==> config.mk <==
export PLATFORM = sky130hd
export DESIGN_NAME = qspi_xfer_ctrl
export DESIGN_NICKNAME = d
export VERILOG_FILES = /design/src/rtl/qspi_pkg.sv /design/src/rtl/qspi_xfer_ctrl.sv
export SDC_FILE = /design/constraint.sdc
export NUM_CORES = 1
export LEC_CHECK = 0
export ABC_AREA = 0
export ABC_CLOCK_PERIOD_IN_PS = 3100
export BUFFER_PORTS_ARGS = -buffer_cell sky130_fd_sc_hd__buf_4
export CAP_MARGIN = 20
export CORE_MARGIN = 2
export CORE_UTILIZATION = 45
export CTS_BUF_LIST = sky130_fd_sc_hd__clkbuf_4 sky130_fd_sc_hd__clkbuf_8
export CTS_CLUSTER_DIAMETER = 60
export DETAILED_ROUTE_END_ITERATION = 10
export PLACE_DENSITY_LB_ADDON = 0.15
export REMOVE_ABC_BUFFERS = 1
export SYNTH_ARGS = -nofsm -noshare
export SYNTH_HDL_FRONTEND = slang
export SYNTH_SLANG_ARGS = --single-unit
export TNS_END_PERCENT = 20
==> constraint.sdc <==
create_clock -name clk_i -period 3.1 [get_ports clk_i]
set_input_delay 0.465 -clock clk_i [delete_from_list [all_inputs] [get_ports clk_i]]
set_output_delay 0.465 -clock clk_i [all_outputs]
set_load 0.05 [all_outputs]
==> src/rtl/qspi_pkg.sv <==
// Shared types and helpers for the quad-SPI transaction sequencer.
package qspi_pkg;

  typedef enum logic [2:0] {
    IDLE,
    CMD,
    ADDR,
    DUMMY,
    DWAIT,
    DATA,
    GAP
  } qspi_xfer_state_e;

  localparam int CMD_BITS  = 8;
  localparam int ADDR_BITS = 24;
  localparam int DATA_BITS = 32;
  localparam int DIN_W     = 40;
  localparam int TSIZE_W   = 6;

  // The shifter emits din[3:0] first, so the field's top nibble is moved to the bottom.
  function automatic logic [DIN_W-1:0] nib_rev(input logic [DIN_W-1:0] data, input int nbits);
    logic [DIN_W-1:0] res;
    int n;
    res = '0;
    n   = nbits / 4;
    for (int i = 0; i < DIN_W / 4; i++) begin
      if (i < n) res[i*4 +: 4] = data[(n-1-i)*4 +: 4];
    end
    return res;
  endfunction

endpackage

==> src/rtl/qspi_xfer_ctrl.sv <==
// Quad-SPI transaction sequencer: splits one flash command into back-to-back
// shifter segments and owns chip-select and the completion pulse.
module qspi_xfer_ctrl
  import qspi_pkg::*;
#(
  parameter bit          MSB_FIRST  = 1'b1,
  parameter int unsigned CS_GAP_CYC = 2
) (
  input  logic                 clk_i,
  input  logic                 rst_i,
  input  logic                 req_valid_i,
  output logic                 req_ready_o,
  input  logic [7:0]           req_opcode_i,
  input  logic                 req_addr_en_i,
  input  logic [23:0]          req_addr_i,
  input  logic [3:0]           req_dummy_i,
  input  logic [7:0]           req_words_i,
  input  logic                 wr_valid_i,
  input  logic [31:0]          wr_data_i,
  output logic                 wr_ready_o,
  input  logic                 abort_i,
  output logic                 sh_busy_o,
  output logic [TSIZE_W-1:0]   sh_tsize_o,
  output logic [DIN_W-1:0]     sh_din_o,
  input  logic [TSIZE_W-1:0]   sh_bit_index_i,
  output logic                 cs_no,
  output logic                 busy_o,
  output logic                 done_o,
  output logic                 done_err_o
);

  localparam logic [3:0] GAP_LAST = 4'(CS_GAP_CYC - 1);

  qspi_xfer_state_e   state_q;
  logic               addr_en_q;
  logic [23:0]        addr_q;
  logic [3:0]         dummy_q;
  logic [7:0]         words_q;
  logic [3:0]         gap_cnt_q;

  qspi_xfer_state_e   phase_d;
  logic [TSIZE_W-1:0] tsize_d;
  logic [DIN_W-1:0]   din_d;
  logic               seg_end;
  logic               advance;

  function automatic logic [DIN_W-1:0] order_nib(input logic [DIN_W-1:0] d, input int nbits);
    return MSB_FIRST ? nib_rev(d, nbits) : d;
  endfunction

  // Pick the segment that follows the current one; DWAIT re-evaluates every cycle.
  always_comb begin
    seg_end = sh_busy_o && (sh_bit_index_i == sh_tsize_o);
    advance = (seg_end && (state_q inside {CMD, ADDR, DUMMY, DATA})) || (state_q == DWAIT);
    phase_d = (words_q != 8'd0) ? DATA : GAP;
    case (state_q)
      CMD: begin
        if (addr_en_q)              phase_d = ADDR;
        else if (dummy_q != 4'd0)   phase_d = DUMMY;
      end
      ADDR: begin
        if (dummy_q != 4'd0)        phase_d = DUMMY;
      end
      default: ;
    endcase
    if (phase_d == DATA && !wr_valid_i) phase_d = DWAIT;

    tsize_d = '0;
    din_d   = '0;
    case (phase_d)
      ADDR: begin
        tsize_d = TSIZE_W'(ADDR_BITS);
        din_d   = order_nib({{(DIN_W-ADDR_BITS){1'b0}}, addr_q}, ADDR_BITS);
      end
      DUMMY: tsize_d = {dummy_q, 2'b00};
      DATA: begin
        tsize_d = TSIZE_W'(DATA_BITS);
        din_d   = order_nib({{(DIN_W-DATA_BITS){1'b0}}, wr_data_i}, DATA_BITS);
      end
      default: ;
    endcase
  end

  always_ff @(posedge clk_i) begin
    if (rst_i) begin
      state_q     <= IDLE;
      addr_en_q   <= 1'b0;
      addr_q      <= '0;
      dummy_q     <= '0;
      words_q     <= '0;
      gap_cnt_q   <= '0;
      req_ready_o <= 1'b1;
      cs_no       <= 1'b1;
      sh_busy_o   <= 1'b0;
      sh_tsize_o  <= '0;
      sh_din_o    <= '0;
      wr_ready_o  <= 1'b0;
      busy_o      <= 1'b0;
      done_o      <= 1'b0;
      done_err_o  <= 1'b0;
    end else begin
      wr_ready_o <= 1'b0;
      done_o     <= 1'b0;
      done_err_o <= 1'b0;
      case (state_q)
        IDLE: begin
          if (req_valid_i) begin
            addr_en_q   <= req_addr_en_i;
            addr_q      <= req_addr_i;
            dummy_q     <= req_dummy_i;
            words_q     <= req_words_i;
            state_q     <= CMD;
            req_ready_o <= 1'b0;
            busy_o      <= 1'b1;
            cs_no       <= 1'b0;
            sh_busy_o   <= 1'b1;
            sh_tsize_o  <= TSIZE_W'(CMD_BITS);
            sh_din_o    <= order_nib({{(DIN_W-CMD_BITS){1'b0}}, req_opcode_i}, CMD_BITS);
          end
        end
        GAP: begin
          if (gap_cnt_q == 4'd0) begin
            state_q     <= IDLE;
            req_ready_o <= 1'b1;
            busy_o      <= 1'b0;
          end else begin
            gap_cnt_q <= gap_cnt_q - 4'd1;
          end
        end
        default: begin
          // Abort takes priority over any segment boundary in the same cycle.
          if (abort_i || (advance && phase_d == GAP)) begin
            state_q    <= GAP;
            cs_no      <= 1'b1;
            sh_busy_o  <= 1'b0;
            sh_tsize_o <= '0;
            sh_din_o   <= '0;
            done_o     <= 1'b1;
            done_err_o <= abort_i;
            gap_cnt_q  <= GAP_LAST;
          end else if (advance) begin
            state_q    <= phase_d;
            sh_busy_o  <= (phase_d != DWAIT);
            sh_tsize_o <= tsize_d;
            sh_din_o   <= din_d;
            if (phase_d == DATA) begin
              wr_ready_o <= 1'b1;
              words_q    <= words_q - 8'd1;
            end
          end
        end
      endcase
    end
  end

endmodule

==> flow_metrics.env, run 1 <==
export IMPL_outcome="finished clean"
export IMPL_grt_max_degree=49
export IMPL_crit_path_end_kind="flip-flop"
export IMPL_cts_root_buf="clkbuf_8"
export IMPL_drive_gt1_share_pct=28.24
export IMPL_place_inst=687
export IMPL_cts_tree="built"
export IMPL_clkSinkCount=87
export IMPL_worst_pin_slew_ns=1.094
export IMPL_cts_path_max_buffers=2
export IMPL_clkTransAtPathRegs_ns=0.10
export IMPL_syn_avg_cell_area_um2=8.435
export IMPL_instances_no_fill=703
export IMPL_worstSetupStartpointType="flip-flop"
export IMPL_path_class="reg2reg"
export IMPL_grt_usage_pct=22.66
export IMPL_drt_pass1_iterations=4
export IMPL_cp_top_family="simple AND/OR/NAND/NOR gates"
export IMPL_final_cell_mix="buf_4, dfxtp_1, nand2_1"
export IMPL_critPathSlowestCell="a21boi_2"
export IMPL_antenna_found_initial=0
export IMPL_detail_route_antenna_nets=0
export IMPL_seqPwrFrac_pct=33.0
export IMPL_n_antenna_cell=0
export IMPL_ys_flop_type="dfxtp_1"
export IMPL_finalHoldViolations=0
export IMPL_drv_slew=0
export IMPL_wl_per_cell_um=15.61
export IMPL_syn_area_mm2=0.003981
export IMPL_dp_hpwl_um=7936
export IMPL_crit_buf_inv=0
export IMPL_ys_async_sr_fraction_pct=0
export IMPL_internal_power_w=0.002568
export IMPL_grt_first_pass_wirelength_um=17680
export IMPL_yosysUniqueCellTypes=54
export IMPL_p_comb_share_pct=49.1
export IMPL_skew_ns=0.01426
export IMPL_holdBufCountCts=0
export IMPL_ys_warnings_count=0
export IMPL_power_density_mw_per_mm2=911.1
export IMPL_rows=34
export IMPL_yosys_top_cells_area="dfxtp_1, nand2_1, a21oi_1"
export IMPL_rsz0062_at_grt="no"
export IMPL_viasPerCell=5.472
export IMPL_ys_seq_area_share_pct=43.75
export IMPL_clk_latency_ns=0.36
export IMPL_syn2layout_area_growth_pct=30.14
export IMPL_synth_top_cell_area_share_pct=43.75
export IMPL_p_leak_nw=2.138
export IMPL_core_area_mm2=0.008636
export IMPL_numPortBuffers=130
export IMPL_die_area_mm2=0.009616
export IMPL_slowest_delay_ns=0.64
export IMPL_numCtsBuffers=9
export IMPL_cts_setup_buffers=0
export IMPL_synth_top_area_cell="dfxtp_1"
export IMPL_min_path_type="in2reg"
export IMPL_period_share_pct=82.62
export IMPL_final_setup_tns_ns=0
export IMPL_critPathRequiredTime_ns=3.38
export IMPL_drt_initial_drc_count=150
export IMPL_fin_ws_ns=0.5389
export IMPL_die_y_um=98.06
export IMPL_switching_share_pct=45.61
export IMPL_gp_congestion=0.8995
export IMPL_die_x_um=98.06
export IMPL_crit_fanout=14
export IMPL_p_clk_share_pct=17.9
export IMPL_setup_viol=0
export IMPL_drc=0
export IMPL_io_pins=141
export IMPL_pre_cts_ws_ns=0.4745
export IMPL_wl_um=10970
export IMPL_overflow=0
export IMPL_p_total_w=0.004721
export IMPL_arrival_ns=2.84
export IMPL_synth_edf_count=0
export IMPL_final_common_cell="buf_4"
export IMPL_synthCells=472
export IMPL_cp_cell_sequence="nor4_1, nor3_1, nor3b_2, a21boi_2, a22oi_1, o21ai_0"
export IMPL_max_freq_mhz=390.5
export IMPL_finalNetCount=680
export IMPL_slew_limit_headroom_pct=27.05
export IMPL_power_switching_w=0.002153
export IMPL_ir_worst_vdd_v=0.0003884
export IMPL_drv_cap=0
export IMPL_htreeDepth=3
export IMPL_initial_core_util_pct=46.10
export IMPL_grt_pass1_vias=3644
export IMPL_r2r_slack_ns=0.54
export IMPL_cts_resized=0
export IMPL_ys_ff_latch=87
export IMPL_period_needed_ns=2.561
export IMPL_vias=3847
==> cell families after synthesis <==
logic type	synth area share, %
other	0.09419
AOI/OAI and AO/OA	25.71
and+or+nand+nor	22.34
DFF	43.75
xor gates and xnor gates	1.100
buffers and inverters	6.379
adders and majority gates	0.6284
==> layer usage <==
layer / global-route usage [%] / wire [um] / vias up / part of all wire [%]
met2: 37.72 / 5175 / 143 / 47
li1: - / - / 1923 / -
met5: 0 / 0 / - / 0
met4: 6.731 / 172 / 0 / 1.6
met3: 4.653 / 833 / 14 / 7.6
met1: 29.80 / 4791 / 1767 / 44
==> worst paths after layout <==
check | start | end | depth (start not counted)
max | dummy_q[1] | sh_din_o[2] | 6
min | wr_data_i[9] | sh_din_o[21] | 2
max reg2reg | dummy_q[1] | sh_din_o[2] | 6
min reg2reg | addr_q[19] | addr_q[19] | 2
==> synth_stat cells, types with 2 or more instances <==
cell type / count
and3_1: 2
inv_1: 4
nand3_1: 8
buf_6: 5
nor3b_1: 2
clkbuf_1: 23
o21bai_1: 3
a32oi_1: 2
o31ai_1: 3
o2111ai_1: 2
buf_2: 2
a21oi_1: 43
buf_4: 11
nand3b_1: 2
nand2b_1: 2
ha_1: 2
nor2_1: 33
a221o_1: 16
and2_1: 20
a311oi_1: 2
nor2b_1: 7
dfxtp_1: 87
and2_4: 2
xnor2_1: 5
a211oi_1: 3
or3_1: 7
a221oi_1: 3
nand2_1: 74
a22oi_1: 22
a31oi_1: 9
o21ai_0: 28
a32o_1: 5
nor3_1: 12
==> per-stage QoR <==
step           util [%]  instance area [um2]  hold WS, ns
2_1_floorplan         -                 3776       0.4297
3_3_place_gp      57.56                 4971       0.4425
3_5_place_dp      57.56                 4971       0.4480
4_1_cts           60.00                 5181       0.3111
5_1_grt           60.00                 5181       0.3107
6_report          60.00                 5181       0.3181
==> sequential cells by signal, summed over array words and instances, names as in the netlist <==
| register | count |
|---|---|
| dummy_q | 4 |
| gap_cnt_q | 4 |
| addr_en_q | 1 |
| words_q | 8 |
| cs_no | 1 |
| done_err_o | 1 |
| busy_o | 1 |
| sh_busy_o | 1 |
| addr_q | 24 |
| wr_ready_o | 1 |
| sh_din_o | 32 |
| state_q | 3 |
| req_ready_o | 1 |
| sh_tsize_o | 4 |
| done_o | 1 |
==> worst reg2reg max path: stages, from the launching register on <==
cell and delay, ns:
dfxtp_1 0.34, nor4_1 0.40, nor3_1 0.22, nor3b_2 0.50, a21boi_2 0.64, a22oi_1 0.21, o21ai_0 0.19
==> area by class of cell <==
cell class,instances,area (um2)
Inverter,4,15.01
Clock buffer,9,123.9
Clock inverter,7,86.33
Multi-Input combinational cell,348,2028
Sequential cell,87,1742
Fill cell,805,3455
Timing Repair Buffer,140,1051
Tap cell,108,135.1
==> power groups by stage <==
| stage | sequential, W | clock, W | combinational (W) |
|---|---|---|---|
| floorplan | 0.00187 | 0 | 0.00125 |
| global placement | 0.00158 | 0 | 0.00227 |
| detailed placement | 0.00158 | 0 | 0.00231 |
| CTS | 0.00156 | 0.000856 | 0.00232 |
| global route | 0.00159 | 0.000913 | 0.00254 |
| finish | 0.00156 | 0.000844 | 0.00232 |
(Power assumes the default switching activity.)
==> inputs of run 2 (changes only) <==
- ABC_CLOCK_PERIOD_IN_PS: 3100 -> 2150
- clock period: 3.1 -> 2.15 ns (I/O delays scaled with it)
==> flow_metrics.env, run 2 (synthesis gave the netlist of run 1 again) <==
export IMPL_arrival_ns=2.33
export IMPL_die_area_mm2=0.009616
export IMPL_viasPerCell=5.511
export IMPL_path_class="reg2reg"
export IMPL_ir_worst_vdd_v=0.0006327
export IMPL_cp_cell_sequence="buf_4, nor2b_1, o21ai_0, o21a_1, and2_4, nor3_4, buf_12, a221o_1"
export IMPL_vias=4056
export IMPL_die_y_um=98.06
export IMPL_finalHoldViolations=0
export IMPL_grt_max_degree=44
export IMPL_initial_core_util_pct=46.10
export IMPL_drt_initial_drc_count=217
export IMPL_power_density_mw_per_mm2=1314
export IMPL_cts_tree="built"
export IMPL_reg_largest_list="sh_din_o: 32 flops, addr_q: 24 flops, words_q: 8 flops"
export IMPL_clk_latency_ns=0.35
export IMPL_numPortBuffers=130
export IMPL_holdBufCountCts=0
export IMPL_dpl_cell_area_mm2=0.005261
export IMPL_crit_buf_inv=2
export IMPL_rsz0062_at_grt="yes"
export IMPL_n_antenna_cell=0
export IMPL_cts_path_max_buffers=2
export IMPL_grt_first_pass_wirelength_um=18520
export IMPL_dp_hpwl_um=8319
export IMPL_clkSinkCount=87
export IMPL_min_path_type="in2reg"
export IMPL_period_share_pct=97.28
export IMPL_crit_path_end_kind="flip-flop"
export IMPL_die_x_um=98.06
export IMPL_cp_top_family="compound AO/OA/AOI/OAI gates"
export IMPL_final_common_cell="buf_4"
export IMPL_drt_pass1_iterations=5
export IMPL_skew_ns=0.01499
export IMPL_drive_gt1_share_pct=34.08
export IMPL_worstSetupStartpointType="flip-flop"
export IMPL_io_pins=141
export IMPL_wl_per_cell_um=15.68
export IMPL_finalNetCount=713
export IMPL_finalInstanceArea_mm2=0.005568
export IMPL_detail_route_antenna_nets=0
export IMPL_critPathSlowestCell="dfxtp_2"
export IMPL_rows=34
export IMPL_overflow=0
export IMPL_drv_cap=0
export IMPL_syn2layout_area_growth_pct=39.85
export IMPL_core_area_mm2=0.008636
export IMPL_htreeDepth=3
export IMPL_gp_congestion=0.9334
export IMPL_slowest_delay_ns=0.39
export IMPL_instances_no_fill=736
export IMPL_critPathRequiredTime_ns=2.38
export IMPL_clkTransAtPathRegs_ns=0.09
export IMPL_outcome="finished clean"
export IMPL_cts_root_buf="clkbuf_8"
export IMPL_period_needed_ns=2.092
export IMPL_numCtsBuffers=9
export IMPL_drc=0
export IMPL_final_cell_mix="buf_4, dfxtp_1, nand2_1"
export IMPL_place_inst=719
export IMPL_grt_pass1_vias=3899
export IMPL_grt_usage_pct=23.64
export IMPL_largest_register="sh_din_o"
export IMPL_crit_fanout=18
export IMPL_p_leak_nw=2.344
export IMPL_antenna_found_initial=0
export IMPL_max_freq_mhz=478.1
export IMPL_wl_um=11540
export IMPL_final_setup_tns_ns=0
export IMPL_largest_register_ffs=32
export IMPL_setup_viol=0
export IMPL_drv_slew=0
export IMPL_post_route_util_pct=64.47
-- run 2: report_power, final --
part	total, W	leakage, nW	switching [W]	internal, W
clock	0.00120	0.104	0.000626	0.000573
sequential	0.00228	0.712	0.000294	0.00198
combinational	0.00384	1.53	0.00230	0.00154
total	0.00732	2.34	0.00322	0.00409
-- run 2: timing repair --
| action | CTS | global route |
|---|---|---|
| resized for setup | 0 | 20 |
| endpoints found under the setup margin | 0 | 31 |
| buffers inserted | 0 | 0 |
-- run 2: area by class of cell --
| class | count | area (um2) |
|---|---|---|
| clock buffer | 10 | 131.4 |
| clock inverter | 6 | 77.57 |
| fill | 757 | 3068 |
| inverter | 4 | 15.01 |
| multi-input combinational | 348 | 2107 |
| sequential | 87 | 1745 |
| tap | 108 | 135.1 |
| timing repair buffer | 173 | 1356 |
-- run 2: final timing paths --
kind                            cells after the start  slack (ns)            to          from
worst max-delay path                                8        0.06  sh_din_o[17]    state_q[1]
worst min register to register                      2        0.46    addr_q[22]    addr_q[22]
worst max register to register                      8        0.06  sh_din_o[17]    state_q[1]
worst min-delay path                                2        0.18  sh_din_o[31]  wr_data_i[3]
-- run 2: metrics by stage --
step / power, W / worst slack [ns] / hold WS (ns)
floorplan: 0.004508 / -1.183 / 0.3916
global placement: 0.005940 / -0.03264 / 0.4423
CTS: 0.007219 / 0.03003 / 0.1717
finish: 0.007317 / 0.05843 / 0.1826
detailed placement: 0.006031 / -0.04028 / 0.4461
global route: 0.007804 / -0.01623 / 0.1696
-- run 2: metal layers --
metal  track usage (%)  part of all wire, %  vias up
li1                  -                    -     1981
met1             31.27                   44     1907
met2             38.25                   48      152
met3             4.868                  6.6       16
met4             8.761                  1.6        0
met5                 0                    0        -
==> inputs of run 3 (changes only) <==
--- a/constraint.sdc
+++ b/constraint.sdc
@@ -3,2 +3,2 @@
 set_output_delay 0.3225 -clock clk_i [all_outputs]
-set_load 0.05 [all_outputs]
+set_load 0.02 [all_outputs]
==> flow_metrics.env, run 3 (synthesis gave the netlist of run 1 again) <==
export IMPL_switching_share_pct=41.89
export IMPL_place_inst=716
export IMPL_final_common_cell="buf_4"
export IMPL_clk_latency_ns=0.36
export IMPL_final_cell_mix="buf_4, dfxtp_1, nand2_1"
export IMPL_die_area_mm2=0.009616
export IMPL_grt_pass1_vias=3864
export IMPL_largest_register="sh_din_o"
export IMPL_pre_cts_ws_ns=-0.02684
export IMPL_min_path_type="in2reg"
export IMPL_drt_pass1_iterations=5
export IMPL_drv_slew=0
export IMPL_finalHoldViolations=0
export IMPL_die_y_um=98.06
export IMPL_multi_input_area_mm2=0.002137
export IMPL_p_comb_share_pct=50.6
export IMPL_worstSetupStartpointType="flip-flop"
export IMPL_instances_no_fill=735
export IMPL_htreeDepth=3
export IMPL_initial_core_util_pct=46.10
export IMPL_skew_ns=0.01158
export IMPL_numCtsBuffers=9
export IMPL_cts_root_buf="clkbuf_8"
export IMPL_drive_gt1_share_pct=34.93
export IMPL_hold_ws_ns=0.1771
export IMPL_gp_congestion=0.9292
export IMPL_antenna_found_initial=0
export IMPL_syn2layout_area_growth_pct=40.67
export IMPL_grt_max_degree=44
export IMPL_internal_power_w=0.004117
export IMPL_seqPwrFrac_pct=32.3
export IMPL_wl_um=11710
export IMPL_path_class="reg2reg"
export IMPL_outcome="finished clean"
export IMPL_arrival_ns=2.41
export IMPL_seq_area_mm2=0.001750
export IMPL_power_density_mw_per_mm2=1265
export IMPL_rsz0062_at_grt="yes"
export IMPL_period_share_pct=98.09
export IMPL_drv_cap=0
export IMPL_die_x_um=98.06
export IMPL_core_area_mm2=0.008636
export IMPL_fillers=770
export IMPL_p_clk_share_pct=17.1
export IMPL_largest_register_ffs=32
export IMPL_numPortBuffers=130
export IMPL_wl_per_cell_um=15.93
export IMPL_grt_usage_pct=23.60
export IMPL_cts_path_max_buffers=2
export IMPL_drc=0
export IMPL_vias=4024
export IMPL_critPathRequiredTime_ns=2.45
export IMPL_power_switching_w=0.002968
export IMPL_crit_fanout=8
export IMPL_dp_hpwl_um=8275
export IMPL_grt_first_pass_wirelength_um=18530
export IMPL_max_freq_mhz=474.2
export IMPL_reg_largest_list="sh_din_o: 32 flops, addr_q: 24 flops, words_q: 8 flops"
export IMPL_clkTransAtPathRegs_ns=0.10
export IMPL_finalNetCount=712
export IMPL_period_needed_ns=2.109
export IMPL_post_route_util_pct=64.85
export IMPL_clkSinkCount=87
export IMPL_n_antenna_cell=0
export IMPL_p_total_w=0.007085
export IMPL_rows=34
export IMPL_cts_tree="built"
export IMPL_viasPerCell=5.475
export IMPL_drt_initial_drc_count=280
export IMPL_io_pins=141
export IMPL_fin_ws_ns=0.04117
export IMPL_crit_path_end_kind="flip-flop"
export IMPL_ir_worst_vdd_v=0.0006866
export IMPL_overflow=0
export IMPL_setup_viol=0
export IMPL_detail_route_antenna_nets=0
export IMPL_p_leak_nw=2.349
-- run 3: cell types whose count changed in the layout (fill, tap and decap cells not counted), sizes merged --
cell	delta
clkinvlp	+1
buf	-1
clkbuf	-1
-- run 3: power groups by stage --
stage               sequential (W)  combinational (W)  clock [W]
floorplan                  0.00241            0.00179          0
global placement           0.00227            0.00336          0
detailed placement         0.00229            0.00344          0
CTS                        0.00225            0.00345    0.00124
global route               0.00234            0.00393    0.00131
finish                     0.00229            0.00359    0.00121
-- run 3: path summary, 6_finish.rpt --
check | startpoint | end | slack [ns] | depth (start not counted)
worst max-delay path | sh_tsize_o[5] | sh_din_o[23] | 0.04 | 7
worst min-delay path | wr_data_i[18] | sh_din_o[14] | 0.18 | 2
worst max register to register | sh_tsize_o[5] | sh_din_o[23] | 0.04 | 7
worst min register to register | addr_q[18] | addr_q[18] | 0.46 | 2
-- run 3: critical path, cell delays in order (launching register included) --
cell	delay, ns
dfxtp_2	0.36
xnor2_2	0.21
nand3_2	0.14
or4_4	0.54
a211oi_4	0.27
nor2b_4	0.22
buf_6	0.16
a221o_1	0.15
-- run 3: area by class of cell --
type	instances	share of cell area, %
flip-flops and latches	87	31.26
multi-input cells	348	38.16
clock inverters	7	1.609
repair buffers	172	24.08
inverters	4	0.2681
clock buffers	9	2.212
well taps	108	2.413
-- run 3: repair_timing --
| action | 4_1_cts | 5_1_grt |
|---|---|---|
| setup buffers | 0 | 2 |
| gates resized for setup | 0 | 29 |
| endpoints found under the setup margin | 0 | 43 |
| hold buffers | 0 | 0 |
-- run 3: through the flow --
step | TNS, ns | area (um2)
4_1_cts | 0 | 5453
6_report | 0 | 5600
5_1_grt | -0.07607 | 5600
3_3_place_gp | -0.4877 | 5239
3_5_place_dp | -0.1982 | 5239
2_1_floorplan | -61.00 | 3776
-- run 3: layer usage --
layer / vias up / share of wire [%] / global-route usage [%] / routed length (um)
li1: 1983 / - / - / -
met2: 175 / 49 / 39.04 / 5680
met3: 21 / 7.7 / 4.868 / 906
met5: - / 0 / 0 / 0
met4: 0 / 1.9 / 7.906 / 218
met1: 1845 / 42 / 30.83 / 4900
